[src/rtl/dsam_pkg.sv]
// Shared definitions for the differential-sample (dsam) encoder/decoder pair.
// Holds default word/channel sizing and the channel-pointer width helper.
// No logic; imported by every dsam module.
package dsam_pkg;

    localparam int DSAM_DATA_WIDTH = 16;
    localparam int DSAM_CHANNELS   = 4;

    // Channel pointer width; at least one bit so CHANNELS==1 still has a port.
    function automatic int ptr_width(input int channels);
        return (channels > 1) ? $clog2(channels) : 1;
    endfunction

endpackage

[src/rtl/dsam_history_bank.sv]
// Per-channel history register file: CHANNELS x DATA_WIDTH, one read and one write port.
// Read is combinational at addr; write lands on the clock edge.
// Ports: clk, reset (async, active-low), clear (sync wipe), wr_en, addr, wr_data, rd_data.
module dsam_history_bank
    import dsam_pkg::*;
#(
    parameter  int DATA_WIDTH = DSAM_DATA_WIDTH,
    parameter  int CHANNELS   = DSAM_CHANNELS,
    localparam int PW         = ptr_width(CHANNELS)
) (
    input  logic                  clk,
    input  logic                  reset,
    input  logic                  clear,
    input  logic                  wr_en,
    input  logic [PW-1:0]         addr,
    input  logic [DATA_WIDTH-1:0] wr_data,
    output logic [DATA_WIDTH-1:0] rd_data
);

    logic [DATA_WIDTH-1:0] hist [CHANNELS];

    assign rd_data = hist[addr];

    always_ff @(posedge clk or negedge reset) begin
        if (!reset) begin
            for (int c = 0; c < CHANNELS; c++) hist[c] <= '0;
        end else begin
            if (clear) begin
                for (int c = 0; c < CHANNELS; c++) hist[c] <= '0;
            end
            // A write in the same cycle as clear wins, so a frame can restart
            // with its first word already stored.
            if (wr_en) hist[addr] <= wr_data;
        end
    end

endmodule

[src/rtl/dsam_decoder.sv]
// Differential-sample decoder: out = in ^ last decoded word of the same interleaved channel.
// Latency 1 cycle, 1 word/cycle, no backpressure; gaps (in_valid=0) do not advance the channel.
// Ports: clk, reset (async active-low), flush, in_valid, in -> out_valid, out, ch_idx.
module dsam_decoder
    import dsam_pkg::*;
#(
    parameter  int DATA_WIDTH = DSAM_DATA_WIDTH,
    parameter  int CHANNELS   = DSAM_CHANNELS,
    localparam int PW         = ptr_width(CHANNELS)
) (
    input  logic                  clk,
    input  logic                  reset,
    input  logic                  flush,
    input  logic                  in_valid,
    input  logic [DATA_WIDTH-1:0] in,
    output logic                  out_valid,
    output logic [DATA_WIDTH-1:0] out,
    output logic [PW-1:0]         ch_idx
);

    localparam logic [PW-1:0] LAST_CH = PW'(CHANNELS - 1);

    logic [PW-1:0]         ptr;
    logic [PW-1:0]         addr;
    logic [DATA_WIDTH-1:0] hist_rd;
    logic [DATA_WIDTH-1:0] dec;

    // Explicit compare so non-power-of-two channel counts wrap correctly.
    function automatic logic [PW-1:0] wrap_inc(input logic [PW-1:0] p);
        return (p == LAST_CH) ? '0 : p + 1'b1;
    endfunction

    // On flush the incoming word starts a new frame on channel 0 with zero history.
    assign addr = flush ? '0 : ptr;
    assign dec  = flush ? in : (in ^ hist_rd);

    dsam_history_bank #(
        .DATA_WIDTH (DATA_WIDTH),
        .CHANNELS   (CHANNELS)
    ) u_hist (
        .clk     (clk),
        .reset   (reset),
        .clear   (flush),
        .wr_en   (in_valid),
        .addr    (addr),
        .wr_data (dec),
        .rd_data (hist_rd)
    );

    always_ff @(posedge clk or negedge reset) begin
        if (!reset) begin
            ptr       <= '0;
            out       <= '0;
            out_valid <= 1'b0;
            ch_idx    <= '0;
        end else begin
            out_valid <= in_valid;
            if (in_valid) begin
                out    <= dec;
                ch_idx <= addr;
                ptr    <= wrap_inc(addr);
            end else if (flush) begin
                ptr <= '0;
            end
        end
    end

endmodule

[config.mk]
export PLATFORM = sky130hd
export DESIGN_NAME = dsam_decoder
export DESIGN_NICKNAME = d
export VERILOG_FILES = /design/src/rtl/dsam_pkg.sv /design/src/rtl/dsam_history_bank.sv /design/src/rtl/dsam_decoder.sv
export SDC_FILE = /design/constraint.sdc
export NUM_CORES = 1
export LEC_CHECK = 0
export ABC_AREA = 0
export CAP_MARGIN = 20
export CORE_UTILIZATION = 45
export CTS_CLUSTER_DIAMETER = 40
export CTS_CLUSTER_SIZE = 10
export DETAILED_ROUTE_END_ITERATION = 10
export GPL_ROUTABILITY_DRIVEN = 0
export GPL_TIMING_DRIVEN = 0
export PLACE_DENSITY_LB_ADDON = 0.12
export RECOVER_POWER = 50
export SYNTH_ARGS = -nofsm -noshare
export SYNTH_HDL_FRONTEND = slang
export SYNTH_SLANG_ARGS = --single-unit
[constraint.sdc]
create_clock -name clk -period 3.4 [get_ports clk]
set_clock_uncertainty 0.05 [all_clocks]
set_input_delay 0.34 -clock clk [delete_from_list [all_inputs] [get_ports clk]]
set_output_delay 0.34 -clock clk [all_outputs]
set_load 0.005 [all_outputs]
# Word-level counts from Yosys, hierarchy flattened
# Cells that the tools add are included.
# Widths: inputs -> output; s select.
op_classes:
  n_bitwise: 2
  n_eq_ne: 1
  n_reduce_logical: 1
  addsub: 1
  order_cmp: 2
  n_mux: 12
op_table:
  columns: ["cell", "count"]
  rows:
  - ["$mux 64", 2]
  - ["$bwmux 64", 1]
  - ["$mux 16", 4]
  - ["$bmux 16 s2", 1]
  - ["$demux 16 s2", 1]
  - ["$xor 16x16->16", 1]
  - ["$mux 2", 3]
  - ["$ge 3x3->1 const B", 1]
  - ["$lt 3x1->1 const B", 1]
  - ["$not 2->3", 1]
  - ["$add 2x1->2 const B", 1]
  - ["$eq 2x2->1 const B", 1]
  - ["$logic_and 1x1->1", 1]
word_totals:
  reg_bits: 85
  input_bits: 20
  word_cells: 27

# Depth between registers and ports, before layout
# Gate-level depths: netlist (run 1).
logic_depth:
  ltp_word: 9
  depth_mapped: 9
  depth_no_buf: 7

# By module
# From an unflattened synthesis (run 1), not the netlist that was laid out.
unflattened:
  hier_cells: 345
  area_unflattened_um2: 4570.6
modules_own_cells:
  columns: ["module", "cells_per_inst", "area_each_um2", "seq_area_each_um2", "n_inst"]
  rows:
  - ["dsam_history_bank", 227, 3258.1, 1601.5, 1]
  - ["dsam_decoder", 118, 1312.5, 525.5, 1]

# Worst setup path after synthesis (run 1)
# Ideal clock, no wire load.
synth_path:
  path_type: "input -> register"
  startpoint: "input port flush"
  endpoint: "register u_hist.hist[41] (netlist name)"
  t_required_ps: 3217
  path_slack_ps: 1722
  setup_time_ps: 133
  t_arrival_ps: 1494
  cell_stages: 7
  cell_sequence: "and2b_4 inv_4 buf_6 ha_1 nand2_1 clkbuf_1 o22ai_1"
synth_between:
  elab_chain_cells: 9
synth_lines:
  columns: ["element", "line", "rtl"]
  rows:
  - ["from (decl)", "dsam_decoder.sv:13", "input logic flush,"]
  - ["$mux 2", null, null]
  - ["$not 2->3 (implied by the code)", "dsam_history_bank.sv:22, dsam_history_bank.sv:33", null]
  - ["$bmux 16 s2", "dsam_history_bank.sv:22", "assign rd_data = hist[addr];"]
  - ["$mux 16 (implied by the code) (2 in a row)", "dsam_history_bank.sv:22", null]
  - ["$xor 16x16->16", "dsam_decoder.sv:35", "assign dec = flush ? in : (in ^ hist_rd);"]
  - ["$mux 16", "dsam_decoder.sv:35", null]
  - ["$bwmux 64", "dsam_history_bank.sv:33", "if (wr_en) hist[addr] <= wr_data;"]
  - ["$mux 64 (*)", "dsam_history_bank.sv:33", null]
  - ["to (signal, indexed assignment)", "dsam_history_bank.sv:33", null]
  - ["to (decl)", "dsam_history_bank.sv:20", "logic [DATA_WIDTH-1:0] hist [CHANNELS];"]
# Every way passes the cells marked *; elsewhere a longest branch is shown, timed or not. The select of a mux whose other input is x is not followed.
# A chain may end at the register's enable or synchronous reset.

# Worst setup path in the final report (run 1)
layout_path:
  startpoint: "input port flush"
  endpoint: "register u_hist.hist[51] (netlist name)"
layout_between:
  elab_chain_cells: 9
layout_lines:
  columns: ["element", "line", "rtl"]
  rows:
  - ["$mux 2 (*)", null, null]
  - ["named net addr[1]", "dsam_decoder.sv:24", "logic [PW-1:0] addr;"]
  - ["$not 2->3 (implied by the code) (*)", "dsam_history_bank.sv:22, dsam_history_bank.sv:33", null]
  - ["$bmux 16 s2", "dsam_history_bank.sv:22", null]
  - ["$mux 16 (implied by the code) (2 in a row)", "dsam_history_bank.sv:22", null]
  - ["$xor 16x16->16", "dsam_decoder.sv:35", null]
  - ["$mux 16", "dsam_decoder.sv:35", null]
  - ["$bwmux 64 (*)", "dsam_history_bank.sv:33", null]
  - ["$mux 64 (*)", "dsam_history_bank.sv:33", null]
# The timed path passes the listed nets; every way through them passes the cells marked *. The select of a mux whose other input is x is not followed.

==> metrics.yaml, run 1 <==
violations: "capacitance limit, slew limit"
setup_ws_ns: 1.023
synth_edf_count: 0
internal_power_mw: 1.735
worstSetupStartpointType: "input port"
total_power_mw: 2.462
n_antenna_cell: 0
synth_compound_area_share_pct: 12.57
remaining_drc_errors: 0
max_stage_delay_ns: 0.57
cp_max_fo: 11
synth.distinct_cells: 30
pin_count: 39
clock_path_buffers: 2
drt_iter0_markers: 95
area_growth_pct: 18.05
die_w_um: 98.15
slew_viol_final: 34
status: "finished with violations"
grt_setup_unrepaired: "no"
synth-simple-area-share_pct: 12.81
synth_top_family_by_area: "simple AND/OR/NAND/NOR gates"
cap_violations: 1
drtAntennaViolNets: 0
power_frac_seq_pct: 47.7
fp.dieH_um: 98.15
synthTopCellsByArea: "dfrtp_1, mux2i_1, nand3b_1, o21ai_1, xnor2_2"
clk_pin_slew_ns: 0.09
leakage_nw: 2.140
ys.flop_type: "dfrtp_1"
fin_nets: 437
netlist_area_um2: 4160
max_freq_mhz: 420.7
fillers: 804
synth_most_common_cell: "dfrtp_1"
ys_seq_area_share_pct: 51.13
cts_sinks: 85
cts_tree: "done"
routed_wl_um: 9958
power.density_nw_per_um2: 501.3
tightest_slew_ns: 2.001
critPathKind: "input port to flip-flop"
max-slew-margin-rel_pct: -33.43
row_count: 34
post_cts_resized: 0
synth-async-reset-ratio_pct: 100.0
grt_usage_pct: 22.47
clock_latency_ns: 0.36
cts_max_level: 3
synth_fa_ha_area_share_pct: 0.9023
grt_pass1_vias: 2988
synthMuxAreaShare_pct: 12.42
netlist_instances: 363
antenna_found_initial: 0
synth-warning-count: 0
synthTopCellsByCount: "dfrtp_1, nand3b_1, mux2i_1"
multi_input_area_um2: 1810
routed-via-count: 2928
avgSynthCellArea_um2: 11.46
worstSetupEndpointType: "flip-flop"
dp_hpwl_um: 6516
drive_above_1_share_pct: 12.65
initial_utilization_pct: 47.02
syn-num-nets: 386
finalHoldViolCount: 0
port_buffers: 38
cts_buffers: 9
ys_seq_elements: 85
critPathArrivalTime_ns: 2.60
clockPowerShare_pct: 30.5
yosysTopAreaCell: "dfrtp_1"
globalRouteOverflowTotal: 0
ir_drop_mv: 0.2254
hold_path.class: "flip-flop to flip-flop"
regArea_um2: 2127
worstPathRequired_ns: 3.62
cts-root-buf: "clkbuf_8"
setup_viol: 0
preCtsSetupSlack_ns: 0.6789
pwr-share-comb_pct: 21.8
cp_cell_sequence: "clkdlybuf4s50_1 > and2b_4 > inv_4 > buf_6 > ha_1 > nand2_1 > clkbuf_1 > nand3b_1 > o21ai_0"
grt_max_degree: 53
synth_top_area_share_pct: 51.13
worst-path-buf-inv: 4
slowest_stage: "clkbuf_1"
post-route-period-util_pct: 69.91
drtPass1Iterations: 7
synthXorXnorAreaFrac_pct: 4.812
crit_family: "buffers and inverters"
grt_first_pass_wirelength_um: 16300
fin_util_pct: 55.50
switchingPower_mw: 0.7267
dieArea_um2: 9633
via_per_inst: 5.556
sw_frac_of_total_pct: 29.52
coreArea_um2: 8848
wl_per_cell_um: 18.90
period_needed_ns: 2.377
registers in the layout, indices dropped and copies added, names as in the netlist:
signal       count
u_hist.hist     64
out             16
ch_idx           2
ptr              2
out_valid        1
layout by cell type, fill, tap and decap left out, types with 3 or more instances in the layout:
master            n
o22ai_2          10
clkdlybuf4s50_1  31
nand3b_1         60
o22ai_1           9
buf_2             3
buf_6             4
mux2_2            5
clkbuf_8         10
nor2_1            5
a22oi_1           4
inv_1            16
clkbuf_1         20
dfrtp_1          85
mux2i_1          46
o21ai_0          23
o21ai_1          37
ha_1              3
xnor2_1           8
xnor2_2           8
dlygate4sd3_1     7
nand2_1           5
what timing repair did:
| action | CTS | global route |
|---|---|---|
| hold buffers | 1 | 0 |
| endpoints found under the hold margin | 33 | 0 |
| setup buffers | 0 | 0 |
power by group through the flow:
stage	Combinational (mW)	Sequential (mW)	Clock (mW)
finish	0.537	1.17	0.751
floorplan	0.319	1.19	0
global route	0.591	1.19	0.803
detailed placement	0.545	1.19	0
CTS	0.548	1.17	0.763
global placement	0.531	1.19	0
per-layer routing:
metal | track usage (%) | share of wire (%) | routed length [um] | vias up
met5 | 0 | 0 | 0 | -
met4 | 7.233 | 1.1 | 111 | 0
met3 | 2.792 | 2.2 | 224 | 9
met2 | 36.13 | 48 | 4739 | 52
met1 | 31.80 | 49 | 4882 | 1474
li1 | - | - | - | 1393
cells by family after synthesis:
logic type	after synthesis
AND/OR/NAND/NOR	76
buffers and inverters	47
AO/OA/AOI/OAI	85
adder cells (fa/ha/maj)	3
flip-flops	85
XOR/XNOR	16
multiplexers	51
path summary, 6_finish.rpt:
| path | cells after the start | from | endpoint | slack, ns |
|---|---|---|---|---|
| hold / removal | 1 | ch_idx[0]$_DFFE_PN0P_ | ch_idx[0]$_DFFE_PN0P_ | 0.46 |
| setup / recovery | 9 | flush | u_hist.hist[51]$_DFF_PN0_ | 1.02 |
| hold reg to reg | 1 | ch_idx[0]$_DFFE_PN0P_ | ch_idx[0]$_DFFE_PN0P_ | 0.46 |
| max in group asynchronous | 2 | reset | out[9]$_DFFE_PN0P_ | 1.11 |
| min in group asynchronous | 2 | reset | out[1]$_DFFE_PN0P_ | 1.04 |
| setup reg to reg | 8 | ptr[1]$_DFF_PN0_ | u_hist.hist[51]$_DFF_PN0_ | 1.13 |
final cells by class:
type	count	share of cell area, %
clock inverter	6	1.376
inverter	17	1.350
sequential	85	43.31
multi-input combinational	231	36.87
buffer	30	3.159
timing repair buffer	40	8.382
tap	108	2.752
clock buffer	10	2.803
per-stage QoR:
stage / instances / setup TNS [ns] / hold WS [ns] / area (um2)
2_1_floorplan: 363 / 0 / -0.005591 / 4160
6_report: 527 / 0 / 0.4577 / 4911
4_1_cts: 527 / 0 / 0.3935 / 4916
3_5_place_dp: 510 / 0 / 0.2799 / 4701
5_1_grt: 527 / 0 / 0.4881 / 4911
3_3_place_gp: 509 / -103.11 / 0.4411 / 4676
No activity file was read; power rests on OpenSTA's default activity.
==> inputs of run 2 (changes only) <==
==> constraint.sdc (replaced) <==
create_clock -name clk -period 2.05 [get_ports clk]
set_clock_uncertainty 0.05 [all_clocks]
set_input_delay 0.205 -clock clk [delete_from_list [all_inputs] [get_ports clk]]
set_output_delay 0.205 -clock clk [all_outputs]
set_load 0.005 [all_outputs]
==> run 2 against run 1 <==
The flow now finishes without violations. Die area stayed put. Non-clock buffer count unchanged. Cell count unchanged. Via count is 1.8% lower. Routed wire length hardly changed. Sequential power grew 67%. Global-route usage is 0.062 points higher. Largest cell class unchanged. Sequential cell count did not move. Count of clock-buffer cells in the layout did not move. Critical path depth fell by 1. Combinational power increased by 67%.
==> metrics.yaml, run 2 (same netlist as run 1, synthesis figures left out) <==
cts_sinks: 85  # unchanged
routed-via-count: 2874  # was 2928
n_antenna_cell: 0  # unchanged
pwr-share-comb_pct: 21.9  # was 21.8%
post-route-period-util_pct: 95.53
r2r-start: "ptr[1]$_DFF_PN0_"  # unchanged
cp_max_fo: 11  # unchanged
port_buffers: 38  # unchanged
cts_buffers: 9  # unchanged
max_freq_mhz: 510.6
power.density_nw_per_um2: 831.6  # was 501.3 nW/um2
clock_latency_ns: 0.35  # was 0.36 ns
grt_setup_unrepaired: "yes"  # was no
grt_first_pass_wirelength_um: 16350  # was 16300 um
setup_ws_ns: 0.09171  # was 1.023 ns
worstSetupStartpointType: "flip-flop"  # was input port
grt_max_degree: 53  # unchanged
internal_power_mw: 2.884  # was 1.735 mW
worstPathRequired_ns: 2.23  # was 3.62 ns
fin_cells: 527  # unchanged
hold_path.class: "input port to flip-flop"  # was flip-flop to flip-flop
globalRouteOverflowTotal: 0  # unchanged
postPlaceCellArea_um2: 4701  # unchanged
top_regs: "u_hist.hist x64, out x16"  # unchanged
cts-root-buf: "clkbuf_8"  # unchanged
worstSetupEndpointType: "flip-flop"  # unchanged
clockPowerShare_pct: 30.5  # about the same
period_needed_ns: 1.958
grt_pass1_vias: 2993  # was 2988
layout_commonest_cell: "dfrtp_1"  # unchanged
drive_above_1_share_pct: 15.51  # was 12.65%
multi_input_area_um2: 1818  # was 1810 um2
cap_violations: 0  # was 1
initial_utilization_pct: 47.02  # unchanged
wl_per_cell_um: 18.88  # was 18.90 um
row_count: 34  # unchanged
grtUsageMet2_pct: 36.46  # was 36.13%
power_frac_seq_pct: 47.5  # was 47.7%
cts_max_level: 3  # unchanged
hp-start: "in_valid"  # was ch_idx[0]$_DFFE_PN0P_
grt_usage_pct: 22.53  # was 22.47%
slew_viol_final: 0  # was 34
critPathKind: "flip-flop to flip-flop"  # was input port to flip-flop
routed_wl_um: 9951  # was 9958 um
via_per_inst: 5.454  # was 5.556
fp.dieH_um: 98.15  # unchanged
setup_viol: 0  # unchanged
dp_cells: 510  # unchanged
rrSetupSlack_ns: 0.09  # was 1.13 ns
remaining_drc_errors: 0  # unchanged
ff2ff_path_depth: 8  # unchanged
grt_util_met3_pct: 2.792  # unchanged
final_area_um2: 4920  # was 4911 um2
hold_depth: 1  # unchanged
finalHoldViolCount: 0  # unchanged
area_growth_pct: 18.26  # was 18.05%
status: "completed"  # was finished with violations
grt.busiest_layer: "met2"  # unchanged
preCtsSetupSlack_ns: -0.5361  # was 0.6789 ns
reg2reg_to: "u_hist.hist[51]$_DFF_PN0_"  # unchanged
cts_tree: "done"  # unchanged
regArea_um2: 2127  # unchanged
coreArea_um2: 8848  # unchanged
dieArea_um2: 9633  # unchanged
pin_count: 39  # unchanged
post_cts_buffers: 0  # unchanged
switchingPower_mw: 1.207  # was 0.7267 mW
dp_hpwl_um: 6516  # unchanged
clk_pin_slew_ns: 0.09  # about the same
critPathArrivalTime_ns: 2.13  # was 2.60 ns
die_w_um: 98.15  # unchanged
top_register: "u_hist.hist"  # unchanged
drtAntennaViolNets: 0  # unchanged
largest_reg_flops: 64  # unchanged
use_met1_pct: 31.71  # was 31.80%
ir_drop_mv: 0.3734  # was 0.2254 mV
leakage_nw: 2.163  # was 2.140 nW
fillers: 805  # was 804
fin_nets: 437  # unchanged
tightest_slew_ns: 0.8583  # was 2.001 ns
fin_util_pct: 55.60  # was 55.50%
antenna_found_initial: 0  # unchanged
sw_frac_of_total_pct: 29.51  # was 29.52%
total_power_mw: 4.091  # was 2.462 mW
hold_end: "out_valid$_DFF_PN0_"  # was ch_idx[0]$_DFFE_PN0P_
drtPass1Iterations: 6  # was 7
drt_iter0_markers: 103  # was 95
max-slew-margin-rel_pct: 42.78  # was -33.43%
clock_path_buffers: 2  # unchanged
final_cell_mix: "dfrtp_1, nand3b_1, mux2i_1"  # unchanged
==> run 2: changes by cell type in the layout (fill, tap and decap cells not counted), sizes merged <==
cell           delta
dlygate4sd3       -2
clkbuf            -8
buf               +8
clkdlybuf4s50     +2
==> run 2: how the worst max path moves through the flow <==
| stage | from | cells after the start | slack [ns] | end |
|---|---|---|---|---|
| 5_1_grt | ptr[1]$_DFF_PN0_ | 8 | -0.01 | u_hist.hist[52]$_DFF_PN0_ |
| 6_report | ptr[1]$_DFF_PN0_ | 8 | 0.09 | u_hist.hist[51]$_DFF_PN0_ |
| 4_1_cts | ptr[1]$_DFF_PN0_ | 8 | 0.06 | u_hist.hist[35]$_DFF_PN0_ |
| 3_5_place_dp | flush | 9 | -0.54 | u_hist.hist[53]$_DFF_PN0_ |
| 2_1_floorplan | ptr[0]$_DFF_PN0_ | 8 | 0.40 | u_hist.hist[25]$_DFF_PN0_ |
| 3_3_place_gp | reset | 1 | -2.43 | out[8]$_DFFE_PN0P_ |
==> run 2: power by group through the flow <==
| stage | clock (mW) | combinational (mW) | sequential [mW] |
|---|---|---|---|
| 6_report | 1.25 | 0.898 | 1.95 |
| 5_1_grt | 1.33 | 0.986 | 1.97 |
| 4_1_cts | 1.27 | 0.914 | 1.95 |
| 3_5_place_dp | 0 | 0.903 | 1.98 |
| 3_3_place_gp | 0 | 0.881 | 1.97 |
| 2_1_floorplan | 0 | 0.529 | 1.97 |
==> run 2: final cells by class <==
type	instances	share of cell area [%]
flip-flops and latches	85	43.23
multi-input cells	231	36.95
repair buffers	40	7.986
plain buffers	30	3.561
clock buffers	10	2.798
well taps	108	2.747
clock inverters	6	1.373
inverters	17	1.348
==> run 2: routing by layer <==
metal / up-vias / share of wire (%)
met2: 47 / 47
met3: 9 / 3.1
met5: - / 0
met1: 1425 / 48
met4: 0 / 1.2
li1: 1393 / -
==> run 2: repair_timing <==
action                                  in CTS  in global routing
pin swaps                                    0                  0
cloned                                       0                  0
endpoints found under the setup margin      42                 31
endpoints found under the hold margin       33                  0
resized for setup                           10                 12
hold buffers                                 1                  0
==> run 2: worst max-delay path, stage by stage, from the launching register on <==
cell and delay [ns]:
dfrtp_1 0.44, and2b_4 0.21, inv_4 0.13, buf_6 0.20, ha_1 0.16, nand2_1 0.17
buf_4 0.26, nand3b_1 0.10, o21ai_0 0.09
==> run 2: per-stage QoR <==
stage | TNS, ns | hold slack, ns
4_1_cts | 0 | 0.2585
3_5_place_dp | -18.00 | 0.1449
2_1_floorplan | 0 | -0.1406
6_report | 0 | 0.2595
5_1_grt | -0.02067 | 0.2599
3_3_place_gp | -223.67 | 0.4411
